**src/rtl/ifetch_responder.sv**
```systemverilog
// Fetch-window responder: turns a halfword-granular fetch address into a 64-bit
// window of four halfwords, assembled from two or three 32-bit bus word reads.
module ifetch_responder #(
    parameter int PC_W    = 25,
    parameter int WORD_AW = 24
) (
    input  logic               clk,
    input  logic               rst,
    input  logic               flush_i,
    input  logic               req_valid_i,
    output logic               req_ready_o,
    input  logic [PC_W-1:0]    req_addr_i,
    output logic               rsp_valid_o,
    input  logic               rsp_ready_i,
    output logic [63:0]        rsp_data_o,
    output logic [PC_W-1:0]    rsp_addr_o,
    output logic               bus_req_o,
    output logic [WORD_AW-1:0] bus_addr_o,
    input  logic               bus_ack_i,
    input  logic [31:0]        bus_rdata_i
);

    typedef enum logic [1:0] {
        IDLE,
        READ,
        DRAIN,
        RESP
    } state_e;

    state_e             state_q, state_d;
    logic [PC_W-1:0]    addr_q, addr_d;
    logic [1:0]         beat_q, beat_d;
    logic [95:0]        buf_q, buf_d;
    logic               busReq_q, busReq_d;
    logic [WORD_AW-1:0] busAddr_q, busAddr_d;
    logic               rspValid_q, rspValid_d;
    logic [63:0]        rspData_q, rspData_d;
    logic [PC_W-1:0]    rspAddr_q, rspAddr_d;

    logic [1:0]  lastBeat;
    logic [95:0] bufIns;

    always_ff @(posedge clk) begin
        if (rst) begin
            state_q    <= IDLE;
            addr_q     <= '0;
            beat_q     <= '0;
            buf_q      <= '0;
            busReq_q   <= 1'b0;
            busAddr_q  <= '0;
            rspValid_q <= 1'b0;
            rspData_q  <= '0;
            rspAddr_q  <= '0;
        end else begin
            state_q    <= state_d;
            addr_q     <= addr_d;
            beat_q     <= beat_d;
            buf_q      <= buf_d;
            busReq_q   <= busReq_d;
            busAddr_q  <= busAddr_d;
            rspValid_q <= rspValid_d;
            rspData_q  <= rspData_d;
            rspAddr_q  <= rspAddr_d;
        end
    end

    // The window is assembled from the buffer with the current beat already
    // inserted, so the response is ready the cycle after the final ack.
    always_comb begin
        state_d    = state_q;
        addr_d     = addr_q;
        beat_d     = beat_q;
        buf_d      = buf_q;
        busReq_d   = busReq_q;
        busAddr_d  = busAddr_q;
        rspValid_d = rspValid_q;
        rspData_d  = rspData_q;
        rspAddr_d  = rspAddr_q;

        lastBeat = addr_q[0] ? 2'd2 : 2'd1;
        bufIns   = buf_q;
        case (beat_q)
            2'd0:    bufIns[31:0]  = bus_rdata_i;
            2'd1:    bufIns[63:32] = bus_rdata_i;
            default: bufIns[95:64] = bus_rdata_i;
        endcase

        case (state_q)
            IDLE: begin
                if (req_valid_i && !flush_i) begin
                    addr_d    = req_addr_i;
                    busAddr_d = req_addr_i[PC_W-1:1];
                    busReq_d  = 1'b1;
                    beat_d    = 2'd0;
                    buf_d     = '0;
                    state_d   = READ;
                end
            end
            READ: begin
                if (flush_i) begin
                    if (bus_ack_i) begin
                        busReq_d = 1'b0;
                        state_d  = IDLE;
                    end else begin
                        state_d  = DRAIN;
                    end
                end else if (bus_ack_i) begin
                    buf_d  = bufIns;
                    beat_d = beat_q + 2'd1;
                    if (beat_q == lastBeat) begin
                        busReq_d   = 1'b0;
                        rspValid_d = 1'b1;
                        rspData_d  = addr_q[0] ? bufIns[79:16] : bufIns[63:0];
                        rspAddr_d  = addr_q;
                        state_d    = RESP;
                    end else begin
                        busAddr_d  = busAddr_q + WORD_AW'(1);
                    end
                end
            end
            DRAIN: begin
                if (bus_ack_i) begin
                    busReq_d = 1'b0;
                    state_d  = IDLE;
                end
            end
            RESP: begin
                if (flush_i || rsp_ready_i) begin
                    rspValid_d = 1'b0;
                    state_d    = IDLE;
                end
            end
            default: state_d = IDLE;
        endcase
    end

    assign req_ready_o = (state_q == IDLE) && !flush_i;
    assign rsp_valid_o = rspValid_q;
    assign rsp_data_o  = rspData_q;
    assign rsp_addr_o  = rspAddr_q;
    assign bus_req_o   = busReq_q;
    assign bus_addr_o  = busAddr_q;

endmodule

```
**config.mk**
```make
export PLATFORM = sky130hd
export DESIGN_NAME = ifetch_responder
export DESIGN_NICKNAME = d
export VERILOG_FILES = /design/src/rtl/ifetch_responder.sv
export SDC_FILE = /design/constraint.sdc
export NUM_CORES = 1
export LEC_CHECK = 0
export ABC_CLOCK_PERIOD_IN_PS = 2200
export CAP_MARGIN = 40
export CORE_UTILIZATION = 48
export CTS_CLUSTER_SIZE = 28
export DETAILED_ROUTE_END_ITERATION = 8
export PLACE_DENSITY = 0.76
export RECOVER_POWER = 100
export SETUP_SLACK_MARGIN = 0.1
export SKIP_CTS_REPAIR_TIMING = 1
export SLEW_MARGIN = 20
export SYNTH_ARGS = -nofsm -noshare
export SYNTH_HDL_FRONTEND = slang
export SYNTH_SLANG_ARGS = --single-unit
```
**constraint.sdc**
```tcl
create_clock -name clk -period 2.2 [get_ports clk]
set_clock_uncertainty 0.2 [all_clocks]
set_input_delay 0.44 -clock clk [delete_from_list [all_inputs] [get_ports clk]]
set_output_delay 0.44 -clock clk [all_outputs]
set_load 0.02 [all_outputs]
```
==> summary.txt, run 1 <==
Skew-Pair Late Insertion Delay - 0.53 ns
Register-to-Register Path Depth - 9
status - complete, but fails checks
Yosys warning total - 0
WL per Instance - 23.0 µm
Hold EP - rsp_addr_o[3]
Synth async-reset ratio - 0%
Tightest Hold Check Type - in -> reg
Starting DRT DRC Count - 1248
Inserted Clock Buffers - 23
fin area - 15900 µm²
register area share after synthesis - 43.7%
Post-synth EDFFs - 0
PD cells - 682 nW/µm²
vias in the first global route - 9430
CTS root buffer - clkbuf_16
clock share of power - 35.7%
CP Launch Type - flip-flop
Synth area leader - dfxtp_1
CTS tree - done
fillcell total - 1292
Starting Density - 48.9%
Worst-path clk slew - 0.06 ns
grt total ovfl - 0
RSZ-0062 raised after global routing - yes
Synth area leaders - dfxtp_1 (44%), nand2_1 (10%), a21oi_1 (9.7%)
htree depth - 1
sequential power share - 39.8%
worst slack at placement - -0.404 ns
# nets final - 1600
Core Rows - 53
CP Capture Type - flip-flop
antenna viol nets, final - 0
Top FF cell, synth - dfxtp_1
detailed-routing iteration count for the pre-antenna-repair pass - 5
final setup margin - -0.0991 ns
initial antenna violation count - 3
internal power - 7.55 mW
Ports - 179
Critical R2R Launch - beat_q[0]
final setup fails - 27
count leader, synth - nand2_1
CP Class - reg -> reg
vias per inst - 6.25
Slew Limit Fails - 0
P_leak - 7.36 nW
DRC Markers - 0
final WL - 42000 µm
Distinct cells, synth - 53
synthesized area - 10300 µm²
syn_area_per_cell - 8.02 µm²
die area - 21900 µm²
all-layer global routing usage - 28.7%
worst hold path depth - 2
Slew HR - 49.0%
Synth top area share - 43.7%
Seq cells post-synth - 224
CP arrival - 2.47 ns
CP required - 2.37 ns
Final Non-Filler Cells - 1821
Max Cap Violations - 0
Commonest cells post-synth - nand2_1 (285), dfxtp_1 (224), a21oi_1 (198)
layout cell share with drive strength beyond 1 - 30.3%
Peak Freq - 435 MHz
CTS sink count - 224
placed cell count - 1718
DP Wirelength - 22400 µm
FF+latch area - 4550 µm²
post-synthesis cell count - 1278
R2R setup slack - -0.1 ns
failing checks - setup timing
syn_nets - 1348
Core ar. - 21000 µm²
worst-path fanout max - 8
Peak supply drop - 0.000488 V
vias - 11.4k
die height - 148 µm
Comb pwr share - 24.6%
first-pass GRT wire length - 50000 µm
Multi-input gate area - 6480 µm²
fin crit period - 2.30 ns
placed inst area - 13000 µm²
Max clock buf depth - 3
worst hold start - rst
final hold vios - 0
sw power - 3.29 mW
Slew @ Worst Pin - 0.765 ns
largest net degree at the start of global routing - 68
Final period util - 105%
Worst R2R End - rsp_data_o[50]
I/O Buffers - 178
Die X - 148 µm
switching share of power - 30.4%
Area Growth Syn to Fin - 55.1%
routability cong. - 0.941
placed cells by master (no fill, tap or decap), types with 11 or more instances in the layout:
cell type,synthesis,routed
o21ai_0,35,21
nand3_1,63,54
buf_8,0,11
clkdlybuf4s50_1,0,64
clkbuf_16,0,38
clkbuf_1,90,22
dfxtp_4,0,15
mux2i_1,36,20
o211ai_1,25,25
nor3_4,0,12
nor3_1,24,12
a22oi_2,0,20
nor2_1,62,59
mux2_4,0,22
and2_1,20,20
buf_4,0,75
a21oi_2,0,46
a21oi_1,198,151
nand2_2,0,15
dfxtp_1,224,202
nand2_4,0,23
o21ai_1,2,13
mux2i_4,0,13
nand2_1,285,247
mux2_2,81,59
buf_12,0,22
buf_6,0,28
dlymetal6s2s_1,0,95
layout make-up:
| cell class | instances | share of cell area, % |
|---|---|---|
| Multi-Input combinational cell | 942 | 40.7 |
| Clock buffer | 33 | 4.17 |
| Sequential cell | 224 | 28.6 |
| Inverter | 11 | 0.307 |
| Tap cell | 275 | 2.16 |
| Antenna cell | 3 | 0.0472 |
| Clock inverter | 5 | 0.354 |
| Timing Repair Buffer | 328 | 23.6 |
metal layers:
layer  routed length [µm]  part of all wire, %  GRT usage [%]
met2                19000                   45           47.5
met4                 3600                  8.6           14.3
met3                 4290                   10           4.45
met1                15100                   36           36.3
met5                    0                    0              0
worst max path at each step:
stage,start,end,slack (ns),cells after the start
CTS,flush_i,req_ready_o,-0.31,4
detailed placement,req_valid_i,bus_addr_o[20],-0.40,8
floorplan,beat_q[1],rsp_data_o[39],0.005,8
global route,state_q[1],buf_q[66],-0.16,10
finish,beat_q[0],rsp_data_o[50],-0.1,9
global placement,req_valid_i,bus_addr_o[11],-0.36,8
worst max-delay path, stage by stage (launching register included):
cell,delay (ns)
dfxtp_4,0.40
inv_4,0.05
ha_4,0.16
buf_12,0.12
nor2_4,0.23
buf_12,0.20
mux2i_1,0.32
nand2_1,0.12
o211ai_1,0.24
a21oi_1,0.11
state kept, by name, summed over array words and instances (netlist names):
name	cells
bus_req_o	1
buf_q	80
state_q	2
rsp_data_o	64
rsp_addr_o	25
rsp_valid_o	1
beat_q	2
addr_q	25
bus_addr_o	24
power groups by stage:
stage               combinational, mW  clock (mW)  sequential (mW)
floorplan                       0.930           0             4.45
global placement                 1.77           0             4.38
detailed placement               1.79           0             4.38
CTS                              1.80        3.84             4.29
global route                     2.74        4.02             4.32
finish                           2.67        3.87             4.31
kinds of logic (layout without fill, tap and decap cells):
family | after synthesis | after routing | synth area share [%]
multiplexers | 117 | 117 | 12.4
AO/OA/AOI/OAI | 307 | 307 | 16.8
AND/OR/NAND/NOR | 510 | 511 | 22.0
other | 0 | 3 | 0
flip-flops | 224 | 224 | 43.7
adder cells (fa/ha/maj) | 7 | 7 | 0.854
buffers and inverters | 113 | 377 | 4.22
stage by stage:
stage	util [%]	hold slack, ns	TNS [ns]	power, mW
after floorplan	-	0.229	0	5.38
after global placement	62.1	0.234	-33.77	6.15
after global routing	75.9	0.0386	-3.44	11.1
after CTS	65.6	0.0209	-1.66	9.93
after detailed placement	62.1	0.241	-39.62	6.17
final	75.9	0.0402	-0.870	10.8
Note: power is estimated with default switching activity, not from simulation.
==> run 2, diff against run 1 <==
- GPL_ROUTABILITY_DRIVEN: default -> 0
==> results of run 2 <==
Same layout as run 1: the final DEF is identical, and so are final timing and power.
==> run 3, diff against run 2 <==
- ABC_CLOCK_PERIOD_IN_PS: 2200 -> 2800
- CORE_UTILIZATION: 48 -> 57
- PLACE_DENSITY: 0.76 -> 0.84
- clock period: 2.2 -> 2.8 ns (I/O delays scaled with it)
==> summary.txt, run 3 (synthesized netlist as in run 1, its figures left out) <==
status - finished clean (was complete, but fails checks)
DRC Markers - 0 (unchanged)
final hold vios - 0 (unchanged)
CTS sink count - 224 (unchanged)
DP Wirelength - 20500 µm (was 22400 µm)
fillcell total - 1283 (was 1292)
Slew Limit Fails - 0 (unchanged)
vias in the first global route - 9051 (was 9430)
CP Capture Type - flip-flop (unchanged)
fin crit period - 2.65 ns (was 2.30 ns)
worst-path fanout max - 26 (was 8)
Max clock buf depth - 3 (unchanged)
htree depth - 1 (unchanged)
Slew HR - 27.8% (was 49.0%)
Peak Freq - 377 MHz (was 435 MHz)
RSZ-0062 raised after global routing - no (was yes)
Die X - 136 µm (was 148 µm)
initial antenna violation count - 1 (was 3)
R2R setup slack - 0.15 ns (was -0.1 ns)
commonest cells after routing, fill and taps aside - nand2_1 (284), dfxtp_1 (223), a21oi_1 (198), dlygate4sd3_1 (116) (was nand2_1 (247), dfxtp_1 (202), a21oi_1 (151), dlymetal6s2s_1 (95), buf_4 (75))
largest net degree at the start of global routing - 121 (was 68)
Hold EP - addr_q[4] (was rsp_addr_o[3])
Starting DRT DRC Count - 1159 (was 1248)
detailed-routing iteration count for the pre-antenna-repair pass - 7 (was 5)
worst hold path depth - 2 (unchanged)
Final Non-Filler Cells - 1653 (was 1821)
P_leak - 4.87 nW (was 7.36 nW)
grt total ovfl - 0 (unchanged)
final setup fails - 0 (was 27)
Largest register FFs - 80 (unchanged)
Starting Density - 58.9% (was 48.9%)
Ports - 179 (unchanged)
worst hold start - rst (unchanged)
Fin Hold WS - 0.193 ns (was 0.0402 ns)
placed cell count - 1615 (was 1718)
all-layer global routing usage - 32.4% (was 28.7%)
Peak supply drop - 0.000495 V (was 0.000488 V)
first-pass GRT wire length - 47500 µm (was 50000 µm)
FF+latch area - 4490 µm² (was 4550 µm²)
CTS root buffer - clkbuf_16 (unchanged)
fin area - 13000 µm² (was 15900 µm²)
Critical R2R Launch - beat_q[0] (unchanged)
CTS tree - done (unchanged)
die area - 18500 µm² (was 21900 µm²)
Max Cap Violations - 0 (unchanged)
antenna viol nets, final - 0 (unchanged)
Tightest Hold Check Type - in -> reg (unchanged)
I/O Buffers - 178 (unchanged)
CP arrival - 2.80 ns (was 2.47 ns)
die height - 136 µm (was 148 µm)
most common cell after layout, fill and taps aside - nand2_1 (unchanged)
Slew @ Worst Pin - 1.08 ns (was 0.765 ns)
layout cell share with drive strength beyond 1 - 9.67% (was 30.3%)
vias per inst - 6.03 (was 6.25)
placed inst area - 12300 µm² (was 13000 µm²)
Inserted Clock Buffers - 23 (unchanged)
CP Launch Type - flip-flop (unchanged)
Core Rows - 48 (was 53)
WL per Instance - 18.6 µm (was 23.0 µm)
Area Growth Syn to Fin - 26.6% (was 55.1%)
CP Class - reg -> reg (unchanged)
Skew-Pair Late Insertion Delay - 0.50 ns (was 0.53 ns)
Top reg by flops - buf_q (unchanged)
CP required - 2.95 ns (was 2.37 ns)
PD cells - 585 nW/µm² (was 682 nW/µm²)
# nets final - 1485 (was 1600)
final WL - 30700 µm (was 42000 µm)
Register-to-Register Path Depth - 6 (was 9)
Multi-input gate area - 5340 µm² (was 6480 µm²)
Core ar. - 17400 µm² (was 21000 µm²)
vias - 9965 (was 11.4k)
Worst R2R End - rsp_data_o[32] (was rsp_data_o[50])
Final period util - 94.6% (was 105%)
Worst-path clk slew - 0.06 ns (about the same)
## run 3: cell types whose count changed in the layout (fill, tap and decap cells not counted), sizes merged, moves of 2 or more
cell | before | now
buf | 136 | 27
dlymetal6s2s | 95 | 0
dlygate4sd3 | 0 | 116
clkdlybuf4s50 | 64 | 60
diode | 3 | 1
clkbuf | 66 | 45
## run 3: worst max-delay path, stage by stage, from the launching register on
cell,delay [ns]
dfxtp_1,0.40
ha_1,0.43
clkbuf_4,0.50
mux2_2,0.43
mux2_2,0.27
nand2_1,0.16
a21oi_1,0.10
## run 3: worst max path at each step
stage | startpoint | to | slack (ns) | depth (start not counted)
6_report | beat_q[0] | rsp_data_o[32] | 0.15 | 6
5_1_grt | flush_i | rsp_data_o[51] | 0.06 | 7
4_1_cts | state_q[0] | req_ready_o | -0.02 | 4
3_5_place_dp | bus_ack_i | buf_q[10] | 0.05 | 9
3_3_place_gp | bus_ack_i | buf_q[9] | 0.11 | 9
2_1_floorplan | beat_q[0] | rsp_data_o[61] | 0.44 | 9
## run 3: area by class of cell
| type | count | area share (%) |
|---|---|---|
| repair buffers | 214 | 16.2 |
| multi-input cells | 941 | 41.1 |
| flip-flops and latches | 224 | 34.5 |
| well taps | 225 | 2.17 |
| clock inverters | 3 | 0.501 |
| diodes | 1 | 0.0193 |
| inverters | 11 | 0.318 |
| clock buffers | 34 | 5.06 |
## run 3: through the flow
stage | utilization [%] | TNS (ns) | worst slack [ns] | power (mW)
2_1_floorplan | - | 0 | 0.440 | 4.18
3_3_place_gp | 70.7 | 0 | 0.111 | 4.65
3_5_place_dp | 70.9 | 0 | 0.0503 | 4.68
4_1_cts | 75.0 | -0.0152 | -0.0152 | 7.64
5_1_grt | 74.5 | 0 | 0.0638 | 7.84
6_report | 74.5 | 0 | 0.150 | 7.60
## run 3: report_power, final
group          internal [mW]  total [mW]  switching [mW]
Combinational          0.442        1.23           0.783
Clock                   1.79        3.00            1.21
Sequential              3.28        3.38          0.0954
## run 3: layer usage
metal / global-route usage (%) / wire [µm] / up-vias
met5: 0 / 0 / -
met4: 13.0 / 1110 / 0
met3: 4.36 / 2820 / 71
met2: 53.8 / 14400 / 504
met1: 42.5 / 12400 / 4689
li1: - / - / 4701
